--- src/rtl/button_debounce_multi.sv ---
// Multi-channel button debouncer with press/release pulses and hold-to-auto-repeat.
//
// Each channel runs its own 2-FF synchroniser, a tick-based stability filter and
// an auto-repeat counter. All filtering advances only on the shared i_ena strobe.
//
// Ports:
//   i_clk      system clock, all logic on the rising edge
//   i_rst      synchronous reset, active-high
//   i_ena      sample strobe, high for one i_clk cycle per tick
//   i_btn      raw asynchronous button pins (N_CH)
//   o_q        debounced level, 1 = pressed
//   o_press    1-cycle pulse when o_q goes 0->1
//   o_release  1-cycle pulse when o_q goes 1->0
//   o_repeat   1-cycle auto-repeat pulse while held
module button_debounce_multi #(
    parameter int unsigned N_CH         = 4,
    parameter int unsigned STABLE_TICKS = 4,
    parameter int unsigned HOLD_TICKS   = 250,
    parameter int unsigned REPEAT_TICKS = 50,
    parameter bit          ACTIVE_LOW   = 1'b0
) (
    input  logic            i_clk,
    input  logic            i_rst,
    input  logic            i_ena,
    input  logic [N_CH-1:0] i_btn,
    output logic [N_CH-1:0] o_q,
    output logic [N_CH-1:0] o_press,
    output logic [N_CH-1:0] o_release,
    output logic [N_CH-1:0] o_repeat
);

    localparam int unsigned CW = (STABLE_TICKS < 1) ? 1 : $clog2(STABLE_TICKS + 1);
    localparam int unsigned RW = (HOLD_TICKS < 1) ? 1 : $clog2(HOLD_TICKS + 1);
    localparam bit          REPEAT_EN = (REPEAT_TICKS != 0);

    localparam logic [CW-1:0] CNT_LAST  = CW'(STABLE_TICKS - 1);
    localparam logic [RW-1:0] HOLD_LAST = RW'(HOLD_TICKS - 1);
    // Reloading here puts the next pulse exactly REPEAT_TICKS ticks later.
    localparam logic [RW-1:0] RPT_RELOAD = RW'(HOLD_TICKS - REPEAT_TICKS);

    // Pin level that corresponds to "not pressed".
    localparam logic [N_CH-1:0] PIN_IDLE = {N_CH{ACTIVE_LOW}};

    if (STABLE_TICKS == 0) begin : g_bad_stable
        $error("button_debounce_multi: STABLE_TICKS must be >= 1");
    end
    if (REPEAT_TICKS > HOLD_TICKS) begin : g_bad_repeat
        $error("button_debounce_multi: REPEAT_TICKS must not exceed HOLD_TICKS");
    end

    logic [N_CH-1:0]         sync1_q, sync2_q;
    logic [N_CH-1:0]         s;
    logic [N_CH-1:0]         q_q, q_d;
    logic [N_CH-1:0]         press_q, press_d;
    logic [N_CH-1:0]         release_q, release_d;
    logic [N_CH-1:0]         repeat_q, repeat_d;
    logic [N_CH-1:0][CW-1:0] cnt_q, cnt_d;
    logic [N_CH-1:0][RW-1:0] rpt_q, rpt_d;

    // Synchronised level in "1 = pressed" polarity.
    assign s = sync2_q ^ PIN_IDLE;

    always_comb begin
        q_d       = q_q;
        cnt_d     = cnt_q;
        rpt_d     = rpt_q;
        press_d   = '0;
        release_d = '0;
        repeat_d  = '0;

        for (int k = 0; k < int'(N_CH); k++) begin
            // Stability filter: STABLE_TICKS consecutive differing samples, no partial credit.
            if (i_ena) begin
                if (s[k] == q_q[k]) begin
                    cnt_d[k] = '0;
                end else if (cnt_q[k] == CNT_LAST) begin
                    q_d[k]       = s[k];
                    cnt_d[k]     = '0;
                    press_d[k]   = s[k];
                    release_d[k] = ~s[k];
                end else begin
                    cnt_d[k] = cnt_q[k] + CW'(1);
                end
            end

            // Auto-repeat counts only ticks spent with o_q already high; the release
            // edge clears it so a repeat can never coincide with a release.
            if (!REPEAT_EN || !q_q[k] || release_d[k]) begin
                rpt_d[k] = '0;
            end else if (i_ena) begin
                if (rpt_q[k] == HOLD_LAST) begin
                    repeat_d[k] = 1'b1;
                    rpt_d[k]    = RPT_RELOAD;
                end else begin
                    rpt_d[k] = rpt_q[k] + RW'(1);
                end
            end
        end
    end

    always_ff @(posedge i_clk) begin
        if (i_rst) begin
            sync1_q   <= PIN_IDLE;
            sync2_q   <= PIN_IDLE;
            q_q       <= '0;
            cnt_q     <= '0;
            rpt_q     <= '0;
            press_q   <= '0;
            release_q <= '0;
            repeat_q  <= '0;
        end else begin
            sync1_q   <= i_btn;
            sync2_q   <= sync1_q;
            q_q       <= q_d;
            cnt_q     <= cnt_d;
            rpt_q     <= rpt_d;
            press_q   <= press_d;
            release_q <= release_d;
            repeat_q  <= repeat_d;
        end
    end

    assign o_q       = q_q;
    assign o_press   = press_q;
    assign o_release = release_q;
    assign o_repeat  = repeat_q;

endmodule

--- config.mk ---
export PLATFORM = sky130hd
export DESIGN_NAME = button_debounce_multi
export DESIGN_NICKNAME = d
export VERILOG_FILES = /design/src/rtl/button_debounce_multi.sv
export SDC_FILE = /design/constraint.sdc
export NUM_CORES = 1
export LEC_CHECK = 0
export ABC_AREA = 1
export ABC_CLOCK_PERIOD_IN_PS = 1600
export CORE_AREA = 2 2 116 96
export CTS_CLUSTER_SIZE = 14
export DETAILED_ROUTE_END_ITERATION = 10
export DIE_AREA = 0 0 118 98
export PLACE_DENSITY = 0.51
export REMOVE_ABC_BUFFERS = 1
export SYNTH_ARGS = -nofsm -noshare
export SYNTH_HDL_FRONTEND = slang
export SYNTH_SLANG_ARGS = --single-unit
--- constraint.sdc ---
create_clock -name i_clk -period 1.6 [get_ports i_clk]
set_input_delay 0.32 -clock i_clk [delete_from_list [all_inputs] [get_ports i_clk]]
set_output_delay 0.32 -clock i_clk [all_outputs]
set_load 0.005 [all_outputs]
# Word-level counts from Yosys, hierarchy flattened
# Index checks and enable logic that the tools add are counted.
# op_classes
add_sub_neg,8
eq_ne,12
mux,28
bitwise_logic,13
reduce_logical,24
# op_table
cell,n
"8-bit by 1-bit adder with 8-bit output, second input constant",4
"8-bit == test, second input constant",4
8-bit two-way mux,4
3-bit two-way mux,8
1-bit two-way mux,16
4-bit OR reduction,4
1-bit inverter,13
"3-bit by 1-bit adder with 3-bit output, second input constant",4
"3-bit by 2-bit == test with 1-bit output, second input constant",4
3-bit AND reduction,4
3-bit OR reduction,4
2-bit OR reduction,4
1-bit == test,4
1-bit zero test,4
1-bit logical OR,4
# totals
register_bits,68
input_bits,7
output_inout_bits,16
word_cells,108

# Depth between registers and ports, before layout
# Gate-level depths: netlist of run 1.
# logic_depth
ltp_word,6
mapped_depth,8

# Least setup slack after synthesis of run 1
# No wires, ideal clock.
# synth_timing
path_kind,register to register
startpoint,register cnt_q[9] in the netlist's numbering
endpoint,register rpt_q[27] in the netlist's numbering
setup_time_ps,116
t_arrival_ps,1053
setup_slack_ps,431
path_stages_with_launch,7
n_path_buf,0
period_less_slack_ps,1169
path_cell_list,dfxtp_1 -> ha_1 -> inv_1 -> nor2_1 -> nand4_1 -> nand2_1 -> nor2_1
# synth_via
elab_chain_len,6
# synth_rtl
element,line,source
"start, declared",57,"logic [N_CH-1:0][CW-1:0] cnt_q, cnt_d;"
"start signal, assigned",115,cnt_q <= cnt_d;
3-bit by 2-bit == test with 1-bit output,76,end else if (cnt_q[k] == CNT_LAST) begin
1-bit two-way mux,76,
1-bit two-way mux,74,if (s[k] == q_q[k]) begin
1-bit two-way mux,73,if (i_ena) begin
1-bit logical OR,88,if (!REPEAT_EN || !q_q[k] || release_d[k]) begin
2-bit OR reduction (no source line),-,
"end signal, assigned",116,rpt_q <= rpt_d;
"end, declared",58,"logic [N_CH-1:0][RW-1:0] rpt_q, rpt_d;"
# Every way passes these cells.
# A chain may end at the register's enable or synchronous reset.

# Final worst setup path of run 1
# layout_timing
startpoint,register q_q[0] (netlist: o_q[0])
endpoint,output o_q[0]
# layout_lines
element,line,source
"start, declared",53,"logic [N_CH-1:0] q_q, q_d;"
"start signal, assigned",114,q_q <= q_d;
"end, declared",26,"output logic [N_CH-1:0] o_q,"
# No word-level cell between the ends.

==> reports/metrics.csv, run 1 <==
metric;value;unit
status;completed;
synthesized area;3040;um2
DRT Pass-1 Iters;4;
ANT cells;0;
CP max-delay cell;clkdlybuf4s50_1;
DPL Wire Length;4010;um
clock network fraction of design power;0.490;
placed cell area;3480;um2
CP Class;reg -> out;
Post-synth top cells;nand2_1, dfxtp_1, nor2_1;
Internal;0.00284;W
area of the core;10500;um2
R2R setup slack;0.20;ns
Post-Synthesis Cells;408;
Tot GR Track Use;0.106;
Hold Path Class;reg -> reg;
Comb power frac;0.031;
Slew Limit Fails;0;
ys async rst share;0;
final hold viol count;0;
vias in the first global route;2223;
Crit. Startpoint;o_q[0];
Layout Nets;463;
Crit path required time;1.28;ns
fin area;3750;um2
CP cell instances;clkdlybuf4s50_1;
io pins;23;
R2R cell count;6;
Sw Ratio;0.205;
Max Fanout on Critical Path;4;
Chip Height;98;um
Least-Margin Pin Slew;0.348;ns
Routed WL per cell;9.62;um
CTS Buf Count;9;
Psw;0.000733;W
vias per cell;4.16;
Synth warnings;0;
Multi-input gate area;1380;um2
CTS tree;done;
library cells used by synthesis;26;
final WL;5710;um
# Post-CTS Setup Buffers;0;
CTS hold repair buffers;0;
number of cells upsized or downsized after cts;0;
Area Overhead vs Synth;23.3;%
Main synth FF type;dfxtp_1;
IO Port Bufs;22;
pin count of the biggest net entering global routing;35;
Rows;34;
Synth Register Bits;68;
pre-CTS setup slack;-0.0975;ns
unrepaired setup endpoints after global routing;no;
CP endpoint;o_q[0];
Pwr Density;953;nW/um2
initial DRC count;96;
H-Tree Depth;3;
drc violations;0;
global-route congestion overflow total;0;
gpl congestion;0.805;
Worst-path clk slew;0.05;ns
most frequent cell after synthesis;nand2_1;
Core Util, Final;0.357;
clk buf depth;2;
Worst Path Buf+Inv;1;
final worst-path cycle share;0.950;
sequential area share after synthesis;0.447;
area leader, netlist;dfxtp_1;
Sequential Power Share;0.479;
Max IR drop VDD;0.519;mV
biggest cell delay along the critical path;0.52;ns
Data arrival, critical path;1.20;ns
CP endpoint kind;primary output;
critical path's top delay family;buffers and inverters;
first-pass GRT wire length;9940;um
Reg-to-Reg End;rpt_q[19];
Num Clock Sinks;68;
via count;2468;
top cells by area, synth;dfxtp_1, nand2_1, nor2_1;
share of layout cells above drive strength 1;0.0958;
initial antenna violation count;0;
die area;11600;um2
logic depth of the worst path, buffers included;1;
EDFF count, synth;0;
Sequential Area;1370;um2
fmax;0.658;GHz
Setup crit start kind;register;
Layout Skew;0.00345;ns
setup violators final;0;
Avg Cell Area, Syn;7.46;um2
Synth top area share;0.447;
max cap viols;0;
filler cell count;1113;
worst reg2reg startpoint;cnt_q[6];
DRT antenna net count;0;
Final min period;1.52;ns
Pwr Total;0.00358;W
Root Buffer;clkbuf_16;
P_leak;1.47;nW
relative slew slack;0.768;
Die X;118;um
Initial Util;0.290;
Worst-Skew Late Latency;0.32;ns
post-route setup slack;0.0800;ns
logic make-up (layout without fill, tap and decap cells):
family	count (synthesis)	after routing	synth area share
compound gates	31	31	0.0534
fa+ha+maj	12	12	0.0493
flops	68	68	0.447
xor+xnor	12	12	0.0345
simple gates	215	215	0.316
buf+inv	70	111	0.0999
registers in the layout, indices dropped and copies added (netlist names):
register / cells
o_repeat: 4
rpt_q: 32
o_q: 4
sync1_q: 4
o_release: 4
o_press: 4
cnt_q: 12
s: 4
how the worst min path moves through the flow:
stage                     slack (ns)   end  startpoint  depth (start not counted)
after floorplan                 0.39  s[0]  sync1_q[0]                          2
after global placement          0.39  s[3]  sync1_q[3]                          2
after detailed placement        0.39  s[3]  sync1_q[3]                          2
after CTS                       0.40  s[0]  sync1_q[0]                          2
after global routing            0.41  s[0]  sync1_q[0]                          2
final                           0.40  s[3]  sync1_q[3]                          2
worst register-to-register path, cell delays in order, from the launching register on:
cell	delay, ns
dfxtp_1	0.35
ha_1	0.16
inv_1	0.05
nor2_1	0.24
nand4_1	0.24
nand2_1	0.20
nor2_1	0.07
metrics by stage:
step | hold slack, ns | instances | setup TNS (ns)
finish | 0.401 | 593 | 0
floorplan | 0.388 | 399 | 0
global route | 0.408 | 593 | 0
detailed placement | 0.395 | 577 | -1.85
CTS | 0.402 | 593 | 0
global placement | 0.389 | 577 | -1.37
metal layers:
layer,vias up,part of all wire,track usage
li1,1337,-,-
met1,1102,0.51,0.132
met2,27,0.44,0.165
met3,2,0.040,0.0496
met4,0,0.0061,0.0334
met5,-,0,0
layout by cell type, fill, tap and decap left out, types with 4 or more instances in the layout:
cell type,instances
buf_4,10
clkdlybuf4s50_1,22
nand3_1,30
clkbuf_16,9
dfxtp_2,4
nor2_2,6
clkbuf_1,4
nand4_1,8
o21ai_0,5
nor2_1,66
nand3_2,5
xor2_1,9
dfxtp_1,64
a21oi_1,23
inv_1,60
ha_1,12
nand2_1,89
nand3b_1,5
power groups by stage:
stage	Clock (W)	Combinational (W)	Sequential, W
5_1_grt	0.00191	0.000124	0.00171
3_3_place_gp	0	0.000111	0.00175
6_report	0.00175	0.000111	0.00171
2_1_floorplan	0	0.0000382	0.00175
3_5_place_dp	0	0.000113	0.00175
4_1_cts	0.00182	0.000113	0.00171
final cells by class:
class                           count  share of cell area
Tap cell                          144              0.0480
Clock buffer                       14              0.0677
Timing Repair Buffer               34              0.0893
Sequential cell                    68               0.364
Multi-Input combinational cell    270               0.367
Inverter                           61              0.0610
Clock inverter                      2             0.00267
No activity file was read; power rests on OpenSTA's default activity.
==> inputs of run 2 (changes only) <==
--- a/config.mk
+++ b/config.mk
@@ -13,6 +13,7 @@
 export DIE_AREA = 0 0 118 98
 export PLACE_DENSITY = 0.51
 export REMOVE_ABC_BUFFERS = 1
+export SETUP_SLACK_MARGIN = 0.05
 export SYNTH_ARGS = -nofsm -noshare
 export SYNTH_HDL_FRONTEND = slang
 export SYNTH_SLANG_ARGS = --single-unit
==> run 2 against run 1 <==
- worst setup slack improved by 0.020 ns
- worst hold slack got worse by 0.00054 ns
- combinational power about the same
- total power about the same
- clock-buffer cell count unchanged
- clock skew decreased by 0.00073 ns
- largest cell class unchanged
==> reports/metrics.csv, run 2 (same netlist as run 1, synthesis figures left out) <==
metric;value;unit;change
Rows;34;;unchanged
DRT antenna net count;0;;unchanged
Comb power frac;0.031;;about the same
CP cell instances;clkdlybuf4s50_1;;
R2R cell count;6;;unchanged
CP max-delay cell;clkdlybuf4s50_1;;
biggest cell delay along the critical path;0.49;ns;-0.03 ns
# Post-CTS Setup Buffers;0;;unchanged
die area;11600;um2;unchanged
Psw;0.000734;W;+0.19%
Layout Nets;463;;unchanged
worst hold stages;2;;unchanged
initial antenna violation count;0;;unchanged
Initial Util;0.290;;unchanged
Pwr Density;950;nW/um2;-0.27%
critical path's top delay family;buffers and inverters;;
global-route congestion overflow total;0;;unchanged
drc violations;0;;unchanged
DRT Pass-1 Iters;4;;unchanged
Worst-Skew Late Latency;0.32;ns;about the same
placed cell area;3480;um2;unchanged
Reg-to-Reg End;rpt_q[27];;
via count;2472;;+0.16%
ANT cells;0;;unchanged
Hold Path Class;reg -> reg;;
CTS tree;done;;
final hold viol count;0;;unchanged
Sw Ratio;0.205;;+0.000406
CTS Buf Count;9;;unchanged
filler cell count;1115;;+0.18%
Hold Startpoint;sync1_q[0];;
final WL;5730;um;+0.35%
Routed WL per cell;9.66;um;+0.35%
Max IR drop VDD;0.521;mV;+0.38%
share of layout cells above drive strength 1;0.0980;;+0.00223
area of the core;10500;um2;unchanged
unrepaired setup endpoints after global routing;no;;
Num Clock Sinks;68;;unchanged
Sequential Area;1370;um2;+0.18%
Regs by FF count;rpt_q (32), cnt_q (12);;
Tot GR Track Use;0.106;;+0.000111
gpl congestion;0.805;;unchanged
P_leak;1.51;nW;+2.5%
initial DRC count;83;;-14%
Largest register FFs;32;;unchanged
Layout Skew;0.00272;ns;-0.000732 ns
setup_tns;0;ns;unchanged
commonest non-fill, non-tap cell in the layout;nand2_1;;
CTS hold repair buffers;0;;unchanged
vias per cell;4.17;;+0.16%
Least-Margin Pin Slew;0.347;ns;-0.000582 ns
Die X;118;um;unchanged
pin count of the biggest net entering global routing;35;;unchanged
IO Port Bufs;22;;unchanged
Area Overhead vs Synth;23.6;%;
worst reg2reg startpoint;cnt_q[9];;
DPL Wire Length;4010;um;unchanged
fmax;0.667;GHz;+1.3%
Reg with most FFs;rpt_q;;
Hold EP;s[0];;
first-pass GRT wire length;9960;um;+0.21%
H-Tree Depth;3;;unchanged
Fin Hold WS;0.401;ns;-0.000537 ns
Data arrival, critical path;1.18;ns;-0.02 ns
Worst-path clk slew;0.05;ns;about the same
CP endpoint kind;primary output;;
R2R setup slack;0.22;ns;+0.02 ns
commonest non-fill, non-tap cells in the layout;nand2_1, nor2_1, dfxtp_1;;
Multi-input gate area;1380;um2;+0.18%
max cap viols;0;;unchanged
Final min period;1.50;ns;-0.0201 ns
relative slew slack;0.768;;about the same
fin area;3760;um2;+0.27%
Sequential Power Share;0.479;;about the same
Crit path required time;1.28;ns;about the same
vias in the first global route;2232;;+0.40%
CP Class;reg -> out;;
status;completed;;
Worst Path Buf+Inv;1;;unchanged
clk buf depth;2;;unchanged
setup violators final;0;;unchanged
Chip Height;98;um;unchanged
Max Fanout on Critical Path;4;;unchanged
io pins;23;;unchanged
Root Buffer;clkbuf_16;;
Internal;0.00284;W;about the same
Slew Limit Fails;0;;unchanged
clock network fraction of design power;0.490;;about the same
Setup crit start kind;register;;
final worst-path cycle share;0.937;;-0.0125
## run 2: cell count changes in the layout (fill, tap and decap cells not counted)
cell             change
nor2_1               -1
dfxtp_4              +1
nor2_2               +1
clkdlybuf4s50_1      -2
dfxtp_2              -1
dlymetal6s2s_1       +2
## run 2: worst max path at each step
stage               startpoint         to  slack, ns  depth (start not counted)
floorplan             cnt_q[9]  rpt_q[27]       0.43                          6
global placement         i_ena  rpt_q[25]      -0.09                          7
detailed placement       i_ena   rpt_q[5]       -0.1                          8
CTS                     o_q[0]     o_q[0]       0.06                          1
global route            o_q[3]     o_q[3]       0.05                          1
finish                  o_q[2]     o_q[2]       0.10                          1
## run 2: layer usage
layer  vias up  track usage  routed length (um)  part of all wire
li1       1338            -                   -                 -
met1      1101        0.131                2910              0.51
met2        31        0.166                2540              0.44
met3         2       0.0496                 244             0.043
met4         0       0.0334                  35            0.0061
met5         -            0                   0                 0
## run 2: cell type report
class / count / area share
clock buffer: 14 / 0.0675
inverter: 61 / 0.0608
clock inverter: 2 / 0.00266
sequential: 68 / 0.364
tap: 144 / 0.0479
multi-input combinational: 270 / 0.367
timing repair buffer: 34 / 0.0904
## run 2: repair_timing
action	4_1_cts	5_1_grt
endpoints found under the setup margin	4	6
gates resized for setup	4	4
pin swaps	0	0
gates cloned	0	0
## run 2: worst register-to-register path, stage by stage (launching register included)
cell and delay [ns]:
dfxtp_1 0.35, ha_1 0.16, inv_1 0.05, nor2_1 0.20
nand4_1 0.23, nand2_1 0.21, nor2_1 0.06
## run 2: per-stage QoR
step	util	power (W)	instances	setup WS, ns
4_1_cts	0.357	0.00365	593	0.0597
2_1_floorplan	-	0.00179	399	0.431
3_5_place_dp	0.332	0.00186	577	-0.0975
5_1_grt	0.358	0.00375	593	0.0501
3_3_place_gp	0.332	0.00186	577	-0.0895
6_report	0.358	0.00358	593	0.100
## run 2: power groups by stage
stage | Sequential, W | Clock, W | Combinational [W]
detailed placement | 0.00175 | 0 | 0.000113
floorplan | 0.00175 | 0 | 0.0000382
finish | 0.00171 | 0.00175 | 0.000111
global placement | 0.00175 | 0 | 0.000111
CTS | 0.00171 | 0.00182 | 0.000113
global route | 0.00171 | 0.00191 | 0.000125
